`src/rtl/output_display.sv`:
```
// Display back-end for the CPU accumulator: iterative double-dabble binary-to-BCD
// conversion feeding a 4-digit multiplexed, active-low 7-segment display.
module output_display #(
  parameter int unsigned SCAN_DIV = 16,
  parameter bit          SIGNED   = 1'b0
) (
  input  logic        Clock,
  input  logic        Reset,
  input  logic [7:0]  Value,
  input  logic        Halt,
  output logic [6:0]  Seg,
  output logic [3:0]  An,
  output logic        Busy,
  output logic [11:0] Bcd
);

  localparam int unsigned PW = (SCAN_DIV > 2) ? $clog2(SCAN_DIV) : 1;

  localparam logic [6:0] SEG_BLANK = 7'b1111111;
  localparam logic [6:0] SEG_DASH  = 7'b0111111;
  localparam logic [6:0] SEG_H     = 7'b0001001;

  typedef enum logic {IDLE, CONV} state_t;

  state_t        state;
  logic [7:0]    shown_value;
  logic [7:0]    pend_value;
  logic [7:0]    mag;
  logic [11:0]   acc;
  logic [2:0]    step;
  logic          conv_neg;
  logic          shown_neg;
  logic          halt_r;
  logic [PW-1:0] prescale;
  logic [1:0]    idx;

  logic          value_neg;
  logic [7:0]    value_mag;
  logic [11:0]   acc_adj;
  logic [19:0]   shifted;
  logic [1:0]    next_idx;
  logic [6:0]    digit_seg;

  function automatic logic [6:0] seg_code(input logic [3:0] d);
    case (d)
      4'd0:    return 7'b1000000;
      4'd1:    return 7'b1111001;
      4'd2:    return 7'b0100100;
      4'd3:    return 7'b0110000;
      4'd4:    return 7'b0011001;
      4'd5:    return 7'b0010010;
      4'd6:    return 7'b0000010;
      4'd7:    return 7'b1111000;
      4'd8:    return 7'b0000000;
      4'd9:    return 7'b0010000;
      default: return SEG_BLANK;
    endcase
  endfunction

  always_comb begin
    value_neg = SIGNED && Value[7];
    value_mag = value_neg ? (8'd0 - Value) : Value;
  end

  // One double-dabble step: add-3 correction on every nibble, then shift left.
  always_comb begin
    acc_adj = acc;
    for (int unsigned i = 0; i < 3; i++) begin
      if (acc[i*4 +: 4] >= 4'd5)
        acc_adj[i*4 +: 4] = acc[i*4 +: 4] + 4'd3;
    end
    shifted = {acc_adj, mag} << 1;
  end

  always_ff @(posedge Clock) begin
    if (Reset) begin
      state       <= IDLE;
      Busy        <= 1'b0;
      Bcd         <= '0;
      shown_value <= '0;
      shown_neg   <= 1'b0;
      pend_value  <= '0;
      conv_neg    <= 1'b0;
      mag         <= '0;
      acc         <= '0;
      step        <= '0;
    end else begin
      case (state)
        IDLE: begin
          if (Value != shown_value) begin
            pend_value <= Value;
            mag        <= value_mag;
            conv_neg   <= value_neg;
            acc        <= '0;
            step       <= '0;
            Busy       <= 1'b1;
            state      <= CONV;
          end
        end
        CONV: begin
          acc  <= shifted[19:8];
          mag  <= shifted[7:0];
          step <= step + 3'd1;
          if (step == 3'd7) begin
            Bcd         <= shifted[19:8];
            shown_value <= pend_value;
            shown_neg   <= conv_neg;
            Busy        <= 1'b0;
            state       <= IDLE;
          end
        end
        default: state <= IDLE;
      endcase
    end
  end

  // Segment content for the digit about to be enabled; only latched results are shown.
  always_comb begin
    next_idx = idx + 2'd1;
    case (next_idx)
      2'd0:    digit_seg = seg_code(Bcd[3:0]);
      2'd1:    digit_seg = (Bcd[11:4] == 8'd0) ? SEG_BLANK : seg_code(Bcd[7:4]);
      2'd2:    digit_seg = (Bcd[11:8] == 4'd0) ? SEG_BLANK : seg_code(Bcd[11:8]);
      default: digit_seg = halt_r ? SEG_H : (shown_neg ? SEG_DASH : SEG_BLANK);
    endcase
  end

  always_ff @(posedge Clock) begin
    if (Reset) begin
      prescale <= '0;
      idx      <= '0;
      halt_r   <= 1'b0;
      An       <= 4'b1110;
      Seg      <= 7'b1000000;
    end else begin
      halt_r <= Halt;
      if (prescale == PW'(SCAN_DIV - 1)) begin
        prescale <= '0;
        idx      <= next_idx;
        An       <= ~(4'b0001 << next_idx);
        Seg      <= digit_seg;
      end else begin
        prescale <= prescale + PW'(1);
      end
    end
  end

endmodule

```
`config.mk`:
```
export PLATFORM = sky130hd
export DESIGN_NAME = output_display
export DESIGN_NICKNAME = d
export VERILOG_FILES = /design/src/rtl/output_display.sv
export SDC_FILE = /design/constraint.sdc
export NUM_CORES = 1
export LEC_CHECK = 0
export CAP_MARGIN = 10
export CORE_MARGIN = 8
export CORE_UTILIZATION = 30
export CTS_CLUSTER_SIZE = 40
export DETAILED_ROUTE_END_ITERATION = 10
export PLACE_DENSITY = 0.43
export SYNTH_ARGS = -nofsm -noshare
export SYNTH_HDL_FRONTEND = slang
export SYNTH_SLANG_ARGS = --single-unit
```
`constraint.sdc`:
```
create_clock -name Clock -period 4.31 [get_ports Clock]
set_clock_uncertainty 0.15 [all_clocks]
set_input_delay 0.862 -clock Clock [delete_from_list [all_inputs] [get_ports Clock]]
set_output_delay 0.862 -clock Clock [all_outputs]
set_load 0.01 [all_outputs]
```
# ---- Yosys cells after proc, flatten, opt, wreduce, memory -nomap -nowiden
# Memory sizes are Yosys's and may differ from the RTL's. A register that Yosys moved wholly into a read port is not among the register bits.
# Index checks and enable logic that the tools add are counted.
dict set report word_totals {
  register_bits 71
  latch_bits 0
  ramBits 0
  rom_bits 336
  in_bits 11
  out_inout_bits 24
  memories 3
}
# name words width read_ports rd_ports_with_merged_regs write_ports line
set memory_table {}
lappend memory_table {{(name not given)} 16 7 1 1 0 45} ;# case (d)
lappend memory_table {{(name not given)} 16 7 1 1 0 45}
lappend memory_table {{(name not given)} 16 7 1 1 0 45}
dict set report classes {
  addsub 6
  n_mul 0
  div 0
  magnitude_cmp 3
  n_eq_ne 7
  n_shift 1
  muxes 25
  bitwise 2
  reduce_logical 7
}
# op count
set op_table {}
lappend op_table {{4-bit two-way mux} 8}
lappend op_table {{12-bit one-hot mux with 2 select lines} 1}
lappend op_table {{7-bit two-way mux} 3}
lappend op_table {{7-bit one-hot mux with 3 select lines} 1}
lappend op_table {{8-bit one-hot mux with 2 select lines} 1}
lappend op_table {{4-bit by 3-bit greater-or-equal comparator with 1-bit output, second input constant} 3}
lappend op_table {{12-bit two-way mux} 1}
lappend op_table {{4-bit by 2-bit adder with 4-bit output, second input constant} 2}
lappend op_table {{8-bit zero test} 1}
lappend op_table {{8-bit two-way mux} 1}
lappend op_table {{8-bit != test} 1}
lappend op_table {{3-bit two-way mux} 2}
lappend op_table {{3-bit one-hot mux with 2 select lines} 1}
lappend op_table {{2-bit AND reduction} 3}
lappend op_table {{4-bit by 1-bit adder with 4-bit output, second input constant} 1}
lappend op_table {{4-bit == test, second input constant} 1}
lappend op_table {{4-bit zero test} 1}
lappend op_table {{1-bit two-way mux} 4}
lappend op_table {{4-bit NOT} 1}
lappend op_table {{1-bit one-hot mux with 2 select lines} 2}
lappend op_table {{1-bit by 2-bit left shift with 4-bit output, first input constant} 1}
lappend op_table {{3-bit by 1-bit adder with 3-bit output, second input constant} 1}
lappend op_table {{3-bit by 2-bit adder with 3-bit output, second input constant} 1}
lappend op_table {{3-bit == test, second input constant} 1}
lappend op_table {{other kinds (8)} 8}

# ---- Longest topological paths before layout
# Gate-level depths: netlist of run 1.
dict set report logic_depth {
  word_depth 4
  depth_mapped 12
}

# ---- Worst setup path after synthesis of run 1
# OpenSTA, ideal clock, no wires.
dict set report synth_timing {
  kind {input-to-reg}
  startpoint {input Reset}
  endpoint {register (tool-made name)}
  arrival_time_ps 2405
  required_time_ps 4088
  setup_slack_ps 1683
  path_stages 10
  path_buffers 3
  path_cell_list {buf_2 -> a21oi_2 -> clkbuf_1 -> buf_2 -> nand2_1 -> nand2_1 -> inv_1 -> ha_1 -> a32o_1 -> a2bb2oi_1}
}
# item line
set synth_rtl {}
lappend synth_rtl {{from (decl)} 8} ;# input logic Reset,

==> parameters.txt, run 1 <==
Parameter                              Value

Setup path
  Worst-path fanout max    16
  Crit. End Element    register
  Worst setup path category    reg -> reg
  Critical Path Source Type    register
  Data required time of the worst path    4440 ps
  Buffers & Inverters on Critical Path    1
  Data arrival time of the critical path    2920 ps
  Cell family contributing the most delay on the critical path    compound AO/OA/AOI/OAI gates
  Most repeated library cell on the critical path    sky130_fd_sc_hd__ha_1
  CP cell instances    ha_1, ha_1, a21oi_2, nand2_1, o31ai_4, inv_1, ha_1, a32o_1, a2bb2oi_1
  Critical-path cell with the highest stage delay    sky130_fd_sc_hd__a21oi_2
  Delay contributed by the slowest stage of the critical path    670 ps

Timing
  Final setup margin    1514 ps
  Final Cycle Share    64.86%
  Achievable clock frequency    357.7 MHz
  Final number of max-transition violations    0
  Total negative slack    0 ps
  Final setup viols    0
  Setup repair after global routing missed its margin    false
  Crit path time final    2796 ps
  Worst max-slew margin expressed relative to the limit    46.48%
  Transition time of the tightest slew-check pin    802.8 ps
  Hold Fails Final Rpt    0
  Hold Worst Slack    305.8 ps

Layout
  Layout area overhead    17.02%
  Count of antenna diodes in the layout    0
  Share of cells above drive strength 1    9.901%
  Final design instance area without fill    5230 µm²
  Commonest non-fill, non-tap cell in the layout    sky130_fd_sc_hd__dfxtp_1
  Layout Utilization    35.98%
  Number of cells in the finished layout apart from fillers    689
  Final-stage net count    540
  Top library cells by usage in the layout, fill and taps aside    sky130_fd_sc_hd__dfxtp_1 (92), sky130_fd_sc_hd__nor2_1 (39), sky130_fd_sc_hd__clkdlybuf4s50_1 (33)

Die
  Initial Utilization    30.75%
  Ports    35
  Chip Width    138.1 µm
  Full die area    19,060 µm²
  Floorplan Core Area    14,530 µm²
  Die boundary height    138.1 µm
  # rows    44

Synthesis
  Synthesis-stage register bit count    92
  Cell count after synthesis    475
  Net count after synthesis    515
  Dominant cell type by area after synthesis    sky130_fd_sc_hd__dfxtp_1
  Post-Synthesis Mean Instance Area    9.409 µm²
  Synth top area cells    sky130_fd_sc_hd__dfxtp_1 (41%), sky130_fd_sc_hd__ha_1 (8.1%), sky130_fd_sc_hd__nor2_1 (3.3%), sky130_fd_sc_hd__a21oi_1 (3.1%), sky130_fd_sc_hd__mux2i_1 (3.1%)
  Synth top area share    41.21%
  Sequential share of the synthesized area    41.21%
  Cell area after synthesis    4469 µm²
  Number of enable-type register cells in the synthesized netlist    0
  FFs w/ async S/R, synth    0%
  Number of synthesis warnings    0
  Post-synthesis cell type count    50
  Most used flip-flop cell after synthesis    sky130_fd_sc_hd__dfxtp_1

Placement
  RD Place Congestion    0.7888
  Cell count after placement    673
  DPL Wire Length    7682 µm
  Placed inst area    4941 µm²
  Post-placement setup slack    1103 ps
  Number of input and output port buffers inserted    34

Clocking
  Clock latency on the worst-skew pair    350 ps
  CTS buffer count    9
  Cell at the root of the clock tree    sky130_fd_sc_hd__clkbuf_16
  Count of instances resized after the clock tree is built    0
  Number of sinks handled by clock tree synthesis    92
  Total setup buffers inserted after CTS    0
  Register clock-pin slew on the reported worst setup and hold paths    60 ps
  Cts hold-fix bufs    0
  Number of levels the H-tree was split into    3
  Number of buffers on the longest clock path    2
  TritonCTS clock tree    yes

Detailed routing
  Average wire per standard cell    15.23 µm
  Overall routed net length    10,490 µm
  Vias per cell    4.987
  Drt first pass iters    4
  Total number of vias    3,436
  Iteration-0 DRC Markers    181
  Post-route DRC    0
  Remaining antenna violation count after routing    0

Global routing
  Pin count of the biggest net entering global routing    36
  Vias in the first global route    3,485
  Initial antenna violation count    0
  Wire length of the first global-routing pass    17,710 µm
  Leftover overflow at the end of global routing    0
  Total routing resource utilization after global routing    11.27%

Power and ir drop
  Leakage dissipation    2.035 nW
  Tot Pwr    1.709 mW
  Power density over the cells    326.7 nW/µm²
  Maximum ir drop on the vdd rail    203.5 µV

Run
  Max-cap violation count    0

Status
  Run status    finished, final reports clean

Min path
  Hold Path Class    reg -> reg
==> kinds of logic after synthesis <==
logic type               after synthesis  synth area share [%]
AO/OA/AOI/OAI                        152                 25.00
XOR/XNOR                              15                 2.940
adder cells (fa/ha/maj)               29                 8.119
buffers and inverters                 51                 5.123
flip-flops                            92                 41.21
multiplexers                          15                 3.471
AND/OR/NAND/NOR                      121                 14.14
==> where the power goes <==
part	switching, mW	leakage (nW)	internal [mW]	total, mW
clock network	0.332	0.144	0.435	0.767
logic	0.0372	1.14	0.0293	0.0665
registers	0.0112	0.746	0.864	0.875
==> worst paths after layout <==
kind / start / endpoint / slack, ps / depth (start not counted)
min reg2reg: Seg[5] / Seg[5] / 310 / 2
max: step[0] / register / 1510 / 9
min: Seg[5] / Seg[5] / 310 / 2
max reg2reg: step[0] / register / 1510 / 9
==> worst register-to-register path, delay by kind of cell (launching register included) <==
kind	cells	cell delay, ps
flops	1	330
buf+inv	1	140
compound gates	4	1180
simple gates	1	230
fa+ha+maj	3	690
==> cell usage after synthesis (2+ instances only) <==
cell type / instances
sky130_fd_sc_hd__a22oi_1: 8
sky130_fd_sc_hd__o21ai_1: 16
sky130_fd_sc_hd__ha_1: 29
sky130_fd_sc_hd__o22ai_1: 3
sky130_fd_sc_hd__buf_4: 5
sky130_fd_sc_hd__a21oi_2: 2
sky130_fd_sc_hd__o31ai_1: 8
sky130_fd_sc_hd__clkbuf_1: 9
sky130_fd_sc_hd__dfxtp_1: 92
sky130_fd_sc_hd__nor3_1: 11
sky130_fd_sc_hd__a22o_1: 8
sky130_fd_sc_hd__nand3_1: 6
sky130_fd_sc_hd__a21oi_1: 28
sky130_fd_sc_hd__nor2b_1: 3
sky130_fd_sc_hd__a222oi_1: 7
sky130_fd_sc_hd__nand2_1: 31
sky130_fd_sc_hd__o31ai_4: 3
sky130_fd_sc_hd__nand2b_1: 3
sky130_fd_sc_hd__nor2_4: 3
sky130_fd_sc_hd__nor2_1: 39
sky130_fd_sc_hd__xor2_1: 9
sky130_fd_sc_hd__mux2i_1: 14
sky130_fd_sc_hd__a32o_1: 2
sky130_fd_sc_hd__a211o_1: 4
sky130_fd_sc_hd__a311oi_1: 2
sky130_fd_sc_hd__inv_1: 19
sky130_fd_sc_hd__o21ai_0: 22
sky130_fd_sc_hd__nor4_2: 2
sky130_fd_sc_hd__inv_2: 7
sky130_fd_sc_hd__a21o_1: 4
sky130_fd_sc_hd__xnor2_1: 6
sky130_fd_sc_hd__a31o_1: 4
sky130_fd_sc_hd__a211oi_2: 8
sky130_fd_sc_hd__and3b_1: 3
sky130_fd_sc_hd__a2bb2oi_1: 14
sky130_fd_sc_hd__a211oi_1: 6
sky130_fd_sc_hd__nor3b_1: 4
sky130_fd_sc_hd__and2_1: 10
sky130_fd_sc_hd__o21a_1: 2
sky130_fd_sc_hd__buf_2: 8
sky130_fd_sc_hd__and3_1: 2
==> final cells by class <==
cell class / instances / area, µm²
sequential: 92 / 1842
inverter: 26 / 97.59
clock buffer: 12 / 266.5
timing repair buffer: 39 / 372.9
tap: 184 / 230.2
clock inverter: 4 / 22.52
fill: 1515 / 9304
multi-input combinational: 332 / 2399
==> metal layers <==
layer	track usage, %	up-vias	share of wire, %
met4	4.405	0	1.6
met2	19.57	58	50
met1	12.49	1607	44
li1	-	1760	-
met3	3.630	11	4.0
met5	0	-	0
No activity file was read; power rests on OpenSTA's default activity.
==> run 2, diff against run 1 <==
Clock period 4.31 ns to 2.7 ns, I/O delays scaled along.
==> parameters.txt, run 2 (same netlist as run 1, synthesis figures left out) <==
Parameter                              Value

Status
  Run status    finished, final reports clean

Setup path
  Worst setup path category    reg -> reg
  Flop-to-flop setup slack    260 ps (-1260 ps)
  Data required time of the worst path    2780 ps (-1660 ps)
  Critical Path Source Type    register
  Reg2Reg Launch Point    step[0]
  Delay contributed by the slowest stage of the critical path    520 ps (-150 ps)
  Critical-path cell with the highest stage delay    sky130_fd_sc_hd__a22oi_1
  Worst-path fanout max    7 (-9)
  Crit. End Element    register
  Data arrival time of the critical path    2530 ps (-390 ps)
  Cell family contributing the most delay on the critical path    adder cells
  Worst reg-to-reg path cell count    8 (-1)
  Buffers & Inverters on Critical Path    1 (unchanged)
  CP cell instances    ha_1, ha_1, a21oi_2, buf_4, a22oi_1, ha_1, mux2i_1, mux2_4
  Most repeated library cell on the critical path    sky130_fd_sc_hd__ha_1

Layout
  Register area    1842 µm² (unchanged)
  Layout area overhead    19.37%
  Share of cells above drive strength 1    11.80% (+1.9 points)
  Top library cells by usage in the layout, fill and taps aside    sky130_fd_sc_hd__dfxtp_1 (92), sky130_fd_sc_hd__nor2_1 (39), sky130_fd_sc_hd__clkdlybuf4s50_1 (33)
  Layout Utilization    36.71% (+0.72 points)
  Final-stage net count    552 (+2.2%)
  Commonest non-fill, non-tap cell in the layout    sky130_fd_sc_hd__dfxtp_1
  Count of antenna diodes in the layout    0 (unchanged)
  Multi-input gate area    2399 µm² (unchanged)
  Count of filler cells inserted in the layout    1,506 (-0.59%)

Detailed routing
  Vias per cell    4.953 (-0.68%)
  Overall routed net length    10,330 µm (-1.6%)
  Average wire per standard cell    14.73 µm (-3.3%)
  Post-route DRC    0 (unchanged)
  Drt first pass iters    4 (unchanged)
  Remaining antenna violation count after routing    0 (unchanged)
  Total number of vias    3,472 (+1.0%)
  Iteration-0 DRC Markers    136 (-25%)

Timing
  Transition time of the tightest slew-check pin    611.5 ps (-191.3 ps)
  Final number of max-transition violations    0 (unchanged)
  Worst max-slew margin expressed relative to the limit    59.24% (+13 points)
  Hold Worst Slack    303.1 ps (-2.677 ps)
  Final setup margin    257.3 ps (-1257 ps)
  Achievable clock frequency    409.4 MHz (+14%)
  Final setup viols    0 (unchanged)
  Hold Fails Final Rpt    0 (unchanged)
  Total negative slack    0 ps (unchanged)
  Final Cycle Share    90.47% (+26 points)
  Crit path time final    2443 ps (-352.9 ps)
  Setup repair after global routing missed its margin    false

Clocking
  Total setup buffers inserted after CTS    0 (unchanged)
  Register clock-pin slew on the reported worst setup and hold paths    60 ps (about the same)
  Clock latency on the worst-skew pair    340 ps (about the same)
  TritonCTS clock tree    yes
  Number of buffers on the longest clock path    2 (unchanged)
  Count of instances resized after the clock tree is built    0 (unchanged)
  Cts hold-fix bufs    0 (unchanged)
  Number of levels the H-tree was split into    3 (unchanged)
  CTS buffer count    9 (unchanged)
  Number of sinks handled by clock tree synthesis    92 (unchanged)
  Cell at the root of the clock tree    sky130_fd_sc_hd__clkbuf_16

Run
  Max-cap violation count    0 (unchanged)

Global routing
  Wire length of the first global-routing pass    17,310 µm (-2.2%)
  Global routing usage on met1    12.34% (-0.15 points)
  Initial antenna violation count    0 (unchanged)
  Global-route met2 utilization    19.13% (-0.43 points)
  Pin count of the biggest net entering global routing    41 (+14%)
  Leftover overflow at the end of global routing    0 (unchanged)
  Total routing resource utilization after global routing    10.94% (-0.33 points)
  Gr busiest metal    met2
  Global routing usage on met3    3.356% (-0.27 points)
  Vias in the first global route    3,451 (-0.98%)

Die
  # rows    44 (unchanged)
  Full die area    19,060 µm² (unchanged)
  Die boundary height    138.1 µm (unchanged)
  Ports    35 (unchanged)
  Floorplan Core Area    14,530 µm² (unchanged)
  Initial Utilization    30.75% (unchanged)
  Chip Width    138.1 µm (unchanged)

Min path
  Endpoint of the worst hold path    Seg[5]
  Hold Path Class    reg -> reg
  Worst hold path cell count    2 (unchanged)
  Hold path startpoint    Seg[5]

Power and ir drop
  Tot Pwr    2.790 mW (+63%)
  Power density over the cells    523.0 nW/µm² (+60%)
  Maximum ir drop on the vdd rail    358.5 µV (+76%)
  Leakage dissipation    2.099 nW (+3.2%)

Placement
  RD Place Congestion    0.7900 (+0.15%)
  DPL Wire Length    7746 µm (+0.83%)
  Number of input and output port buffers inserted    34 (unchanged)
  Post-placement setup slack    188.7 ps (-914.7 ps)
run 2: report_power, final:
part	switching (mW)	leakage [nW]	internal (mW)
Combinational	0.0595	1.20	0.0507
Sequential	0.0173	0.746	1.38
Clock	0.518	0.149	0.765
Total	0.595	2.10	2.19
run 2: final cells by class:
| type | instances | share of cell area (%) |
|---|---|---|
| clock inverter | 4 | 0.8912 |
| sequential | 92 | 34.52 |
| multi-input combinational | 332 | 44.96 |
| inverter | 26 | 1.829 |
| tap | 184 | 4.315 |
| clock buffer | 12 | 4.808 |
| timing repair buffer | 51 | 8.677 |
run 2: routing by layer:
| layer | vias up | share of wire, % | wire length (µm) |
|---|---|---|---|
| met4 | 0 | 1.2 | 125 |
| li1 | 1790 | - | - |
| met5 | - | 0 | 0 |
| met1 | 1628 | 45 | 4695 |
| met2 | 46 | 50 | 5128 |
| met3 | 8 | 3.7 | 379 |
run 2: metrics by stage:
step / area [µm²] / cells
floorplan: 4469 / 475
global placement: 5031 / 685
detailed placement: 5031 / 685
CTS: 5335 / 701
global route: 5335 / 701
finish: 5335 / 701
run 2: tightest hold or removal path: stages, from the launching register on:
cell	delay [ps]
sky130_fd_sc_hd__dfxtp_1	310
sky130_fd_sc_hd__nand2_1	50
sky130_fd_sc_hd__a21oi_1	50
run 2: worst max path at each step:
| stage | start | end | slack, ps | cells past startpoint |
|---|---|---|---|---|
| 2_1_floorplan | step[0] | register | 310 | 11 |
| 3_3_place_gp | Value[2] | mag[4] | 180 | 7 |
| 3_5_place_dp | Value[2] | mag[4] | 190 | 7 |
| 4_1_cts | step[0] | register | 230 | 8 |
| 5_1_grt | step[0] | register | 60 | 10 |
| 6_report | step[0] | register | 260 | 8 |
==> RTL change 1, RTL diff (config.mk and constraints of run 1) <==
Change the parameter `SIGNED` from 1'b0 to 1'b1.
--- a/src/rtl/output_display.sv
+++ b/src/rtl/output_display.sv
@@ -4,3 +4,3 @@
   parameter int unsigned SCAN_DIV = 16,
-  parameter bit          SIGNED   = 1'b0
+  parameter bit          SIGNED   = 1'b1
 ) (
Formal check against the unedited RTL: not equivalent (a bounded check fails within 10 cycles, from zero or initial values and one cycle with Reset high).
==> RTL change 1 against run 1 <==
- area after synthesis is 5.2% higher
- cell area is 5.3% higher
- via count is 9.3% higher
- wire length is 12% higher
- die area is 4.6% higher
- clock power is 10% higher
- synthesized cell count is 16% higher
- worst setup slack worse by 0.31 ns
- global-route usage is 0.90 points higher
- maximum frequency is 9.8% lower
- sequential cell count stayed put
- power is 5.7% higher
==> RTL change 1: results (changes against run 1) <==
| Metric | Value |
|---|---|
| Status | `complete, no violations` |
| Final GP Congestion | `0.7580 (-3.9%)` |
| Mux share of post-synthesis cell area | `0.02794 (-0.006774)` |
| Vias | `3,757 (+9.3%)` |
| Largest net degree at the start of global routing | `49 (+36%)` |
| Fin nets | `605 (+12%)` |
| Layout area overhead | `17.14% (about the same)` |
| Share of post-route cells with drive strength above 1 | `0.06678 (-0.03223)` |
| Crit path largest cell delay | `0.55 ns (-0.12 ns)` |
| Initial drt markers | `132 (-27%)` |
| XOR/XNOR Fraction of Synth Area | `0.04098 (+0.01158)` |
| Synth Area in Adders | `0.07983 (-0.001357)` |
| FILL cells | `1,606 (+6.0%)` |
| Post-Place Cell Area | `5190 sq um (+5.0%)` |
| IR drop worst, VDD | `0.2130 mV (+4.6%)` |
| Synth top area cells | `dfxtp_1 39%, ha_1 8.0%, a21oi_1 5.4%` |
| Pre-CTS setup slack | `1.134 ns (+0.03046 ns)` |
| Routing usage on met1 | `0.1496 (+0.02468)` |
| Slowest-stage cell, CP | `a2111oi_1` |
| Worst R2R Path Depth | `11 (+2)` |
| Compound-Gate Fraction of Synth Area | `0.2278 (-0.02222)` |
| DR WL met3 | `371 um (-12%)` |
| Crit path arrival time | `3.18 ns (+0.26 ns)` |
| Sequential area share after synthesis | `0.3917 (-0.02040)` |
| DRT met1 WL | `5.634 mm (+22%)` |
| # placed instances | `764 (+14%)` |
| Met2 wire length | `5.599 mm (+5.7%)` |
| GRT Util Overall | `0.1217 (+0.008982)` |
| Crit Path Max Fanout | `23 (+7)` |
-- RTL change 1: changes by cell type in the layout (fill, tap and decap cells not counted), moves of 5 or more --
cell / delta
a21oi_1: +23
nand2_1: +18
o21ai_1: -14
o21ai_0: +12
xnor2_1: +11
inv_1: +10
a211oi_2: -8
and2_1: -8
nor2_1: +8
a222oi_1: -7
a31oi_1: +7
a22o_1: -6
inv_2: -6
a2bb2oi_1: -5
-- RTL change 1: area by class of cell --
cell class / instances / area share
clock buffer: 11 / 0.04407
clock inverter: 5 / 0.01363
inverter: 30 / 0.02045
multi-input combinational: 390 / 0.4691
sequential: 92 / 0.3344
tap: 211 / 0.04793
timing repair buffer: 41 / 0.07042
-- RTL change 1: report_power, final --
part           internal (W)  total [W]  switching, W
Combinational     0.0000378  0.0000874     0.0000496
Sequential         0.000865   0.000874    0.00000894
Clock              0.000521   0.000846      0.000325
-- RTL change 1: tightest hold or removal path, stage by stage (launching register included) --
cell and delay, ns:
dfxtp_1 0.31, nand2_1 0.05, a21oi_1 0.05
==> RTL change 2, RTL diff (settings of run 1) <==
Without the edit above. Register the output `Bcd` once more, with the module's reset; this adds one clock of latency there. The other outputs are not delayed to match.
--- a/src/rtl/output_display.sv
+++ b/src/rtl/output_display.sv
@@ -23,2 +23,4 @@
   typedef enum logic {IDLE, CONV} state_t;
+
+  logic [11:0] Bcd_s0;
 
@@ -78,3 +80,3 @@
       Busy        <= 1'b0;
-      Bcd         <= '0;
+      Bcd_s0      <= '0;
       shown_value <= '0;
@@ -104,3 +106,3 @@
           if (step == 3'd7) begin
-            Bcd         <= shifted[19:8];
+            Bcd_s0      <= shifted[19:8];
             shown_value <= pend_value;
@@ -120,5 +122,5 @@
     case (next_idx)
-      2'd0:    digit_seg = seg_code(Bcd[3:0]);
-      2'd1:    digit_seg = (Bcd[11:4] == 8'd0) ? SEG_BLANK : seg_code(Bcd[7:4]);
-      2'd2:    digit_seg = (Bcd[11:8] == 4'd0) ? SEG_BLANK : seg_code(Bcd[11:8]);
+      2'd0:    digit_seg = seg_code(Bcd_s0[3:0]);
+      2'd1:    digit_seg = (Bcd_s0[11:4] == 8'd0) ? SEG_BLANK : seg_code(Bcd_s0[7:4]);
+      2'd2:    digit_seg = (Bcd_s0[11:8] == 4'd0) ? SEG_BLANK : seg_code(Bcd_s0[11:8]);
       default: digit_seg = halt_r ? SEG_H : (shown_neg ? SEG_DASH : SEG_BLANK);
@@ -147,2 +149,10 @@
 
+  always_ff @(posedge Clock) begin
+    if (Reset) begin
+      Bcd <= '0;
+    end else begin
+      Bcd <= Bcd_s0;
+    end
+  end
+
 endmodule
Function: changed (Yosys sat finds a counterexample within 10 cycles, from zero or initial values and one cycle with Reset high).
==> RTL change 2 against run 1 <==
- first-iteration DRC count decreased by 5.0%
- sequential cell count up 12
- largest cell class unchanged
- clock power up 22%
- wire length increased by 3.6%
- largest power group unchanged
- global-route usage shrank 0.15 points
- combinational power grew 2%
- cell area up 6.8%
- worst setup slack worse by 0.37 ns
- power increased by 16%
- area after synthesis increased by 6.7%
- highest routed layer unchanged
- via count up 3.9%
- critical path depth is 1 higher
- sequential power increased by 13%
==> RTL change 2: results (changes against run 1) <==
| Metric | Value |
|---|---|
| Cts bufs inserted | `9 (unchanged)` |
| Initial drt markers | `172 (-5.0%)` |
| Hold EP | `shown_value[4]$_SDFFE_PP0P_` |
| Synth top area cells | `dfxtp_1 44%, ha_1 7.6%, a21oi_1 4.8%` |
| Htree depth | `3 (unchanged)` |
| GRT Util Overall | `0.1112 (-0.001456)` |
| Worst R2R Path Depth | `10 (+1)` |
| P_leak | `2.105 nW (+3.4%)` |
| Diode count | `0 (unchanged)` |
| Type of the worst setup path | `flop to flop` |
| Antenna violations before repair | `0 (unchanged)` |
| Slowest-stage cell, CP | `a2111oi_0` |
| Worst-Margin Slew | `0.8627 ns (+0.05988 ns)` |
| Number of synthesized flops with an enable pin | `0 (unchanged)` |
| Crit path largest cell delay | `0.46 ns (-0.21 ns)` |
| Sequential area share after synthesis | `0.4367 (+0.02465)` |
| Yosys warnings | `0 (unchanged)` |
| Hold path start | `pend_value[4]$_SDFFE_PP0P_` |
| Post-Synthesis Net Count | `562 (+9.1%)` |
| Fin nets | `578 (+7.0%)` |
| DP Wirelength | `7.689 mm (about the same)` |
| Post-Place Cell Area | `5241 sq um (+6.1%)` |
| Synth cell types | `65 (+30%)` |
| Worst Setup SP | `step[0]$_SDFFE_PP0P_` |
| FILL cells | `1,602 (+5.7%)` |
| Crit Path Max Fanout | `21 (+5)` |
| Asr flop ratio synth | `0 (unchanged)` |
| Vias | `3,571 (+3.9%)` |
| Setup ws final | `1.146 ns (-0.3687 ns)` |
| Clock-pin slew on the worst setup and hold paths | `0.07 ns` |
| Setup slack, reg-to-reg | `1.15 ns (-0.37 ns)` |
| HP Class | `flop to flop` |
| Largest net degree at the start of global routing | `36 (unchanged)` |
| First-pass GRT wire length | `17.88 mm (+1.0%)` |
| Largest delay contributor family on the critical path | `simple AND/OR/NAND/NOR gates` |
| Post_cts resized | `0 (unchanged)` |
| Share of post-route cells with drive strength above 1 | `0.08118 (-0.01783)` |
| Vias in the first global route | `3,437 (-1.4%)` |
| Number of buffers added on ports | `34 (unchanged)` |
| Post-synth top cells | `104 x dfxtp_1, 48 x nor2_1, 46 x a21oi_1` |
| Setup bufs post-CTS | `0 (unchanged)` |
| DRT Pass-1 Iters | `5 (+1)` |
| Final GP Congestion | `0.7710 (-2.3%)` |
| Longest Clk Path Bufs | `2 (unchanged)` |
| Status | `complete, no violations` |
| Hold-fix buffers at CTS | `0 (unchanged)` |
| IR drop worst, VDD | `0.1825 mV (-10%)` |
| Clock insertion delay at the later pin of the skew report | `0.35 ns (about the same)` |
| Pre-CTS setup slack | `0.9396 ns (-0.1639 ns)` |
| Clock tree root buffer cell | `clkbuf_16` |
| WL/cell | `14.35 um (-5.8%)` |
| Crit path arrival time | `3.25 ns (+0.33 ns)` |
| Hold depth | `2 (unchanged)` |
[RTL change 2: changes by cell type after synthesis, moves of 7 or more]
cell       change
a211oi_2       -8
a2bb2oi_1     -12
a21oi_1       +18
o31ai_1        -8
nor2b_1       +13
and2_1         -8
a22o_1         -7
dfxtp_1       +12
o21ai_1       -12
nor2_1         +9
[RTL change 2: kinds of logic (layout without fill, tap and decap cells)]
logic type                 count (synthesis)  in the layout  share of synthesized area
AOI/OAI and AO/OA                        133            133                     0.1921
DFF                                      104            104                     0.4367
buffers and inverters                     61             81                    0.05800
muxes                                     18             18                    0.03858
and+or+nand+nor                          164            164                     0.1745
adders and majority gates                 29             29                    0.07612
xor gates and xnor gates                  13             13                    0.02388
[RTL change 2: area by class of cell]
type                            instances  area (sq um)  share of cell area
Multi-Input combinational cell        357          2409              0.4313
Sequential cell                       104          2082              0.3728
Clock buffer                           10         239.0             0.04280
Inverter                               26         100.1             0.01793
Clock inverter                          5         103.9             0.01860
Tap cell                              216         270.3             0.04840
Timing Repair Buffer                   40         380.4             0.06812
[RTL change 2: layer usage]
metal	vias up	global-route usage	wire length (um)
met3	11	0.03388	429
met4	0	0.03561	123
met1	1643	0.1404	5431
li1	1871	-	-
met2	46	0.1772	4892
met5	-	0	0
[RTL change 2: through the flow]
step,hold slack (ns),cells
3_5_place_dp,0.2962,743
3_3_place_gp,0.2915,743
4_1_cts,0.3069,758
2_1_floorplan,0.2811,522
6_report,0.3036,758
5_1_grt,0.3225,758
[RTL change 2: power by group]
group          switching (W)  leakage, nW  internal (W)  total [W]
Clock               0.000351        0.169      0.000581   0.000932
Combinational      0.0000369         1.09     0.0000306  0.0000675
Sequential         0.0000118        0.843      0.000975   0.000987
Total               0.000399         2.11       0.00159    0.00199
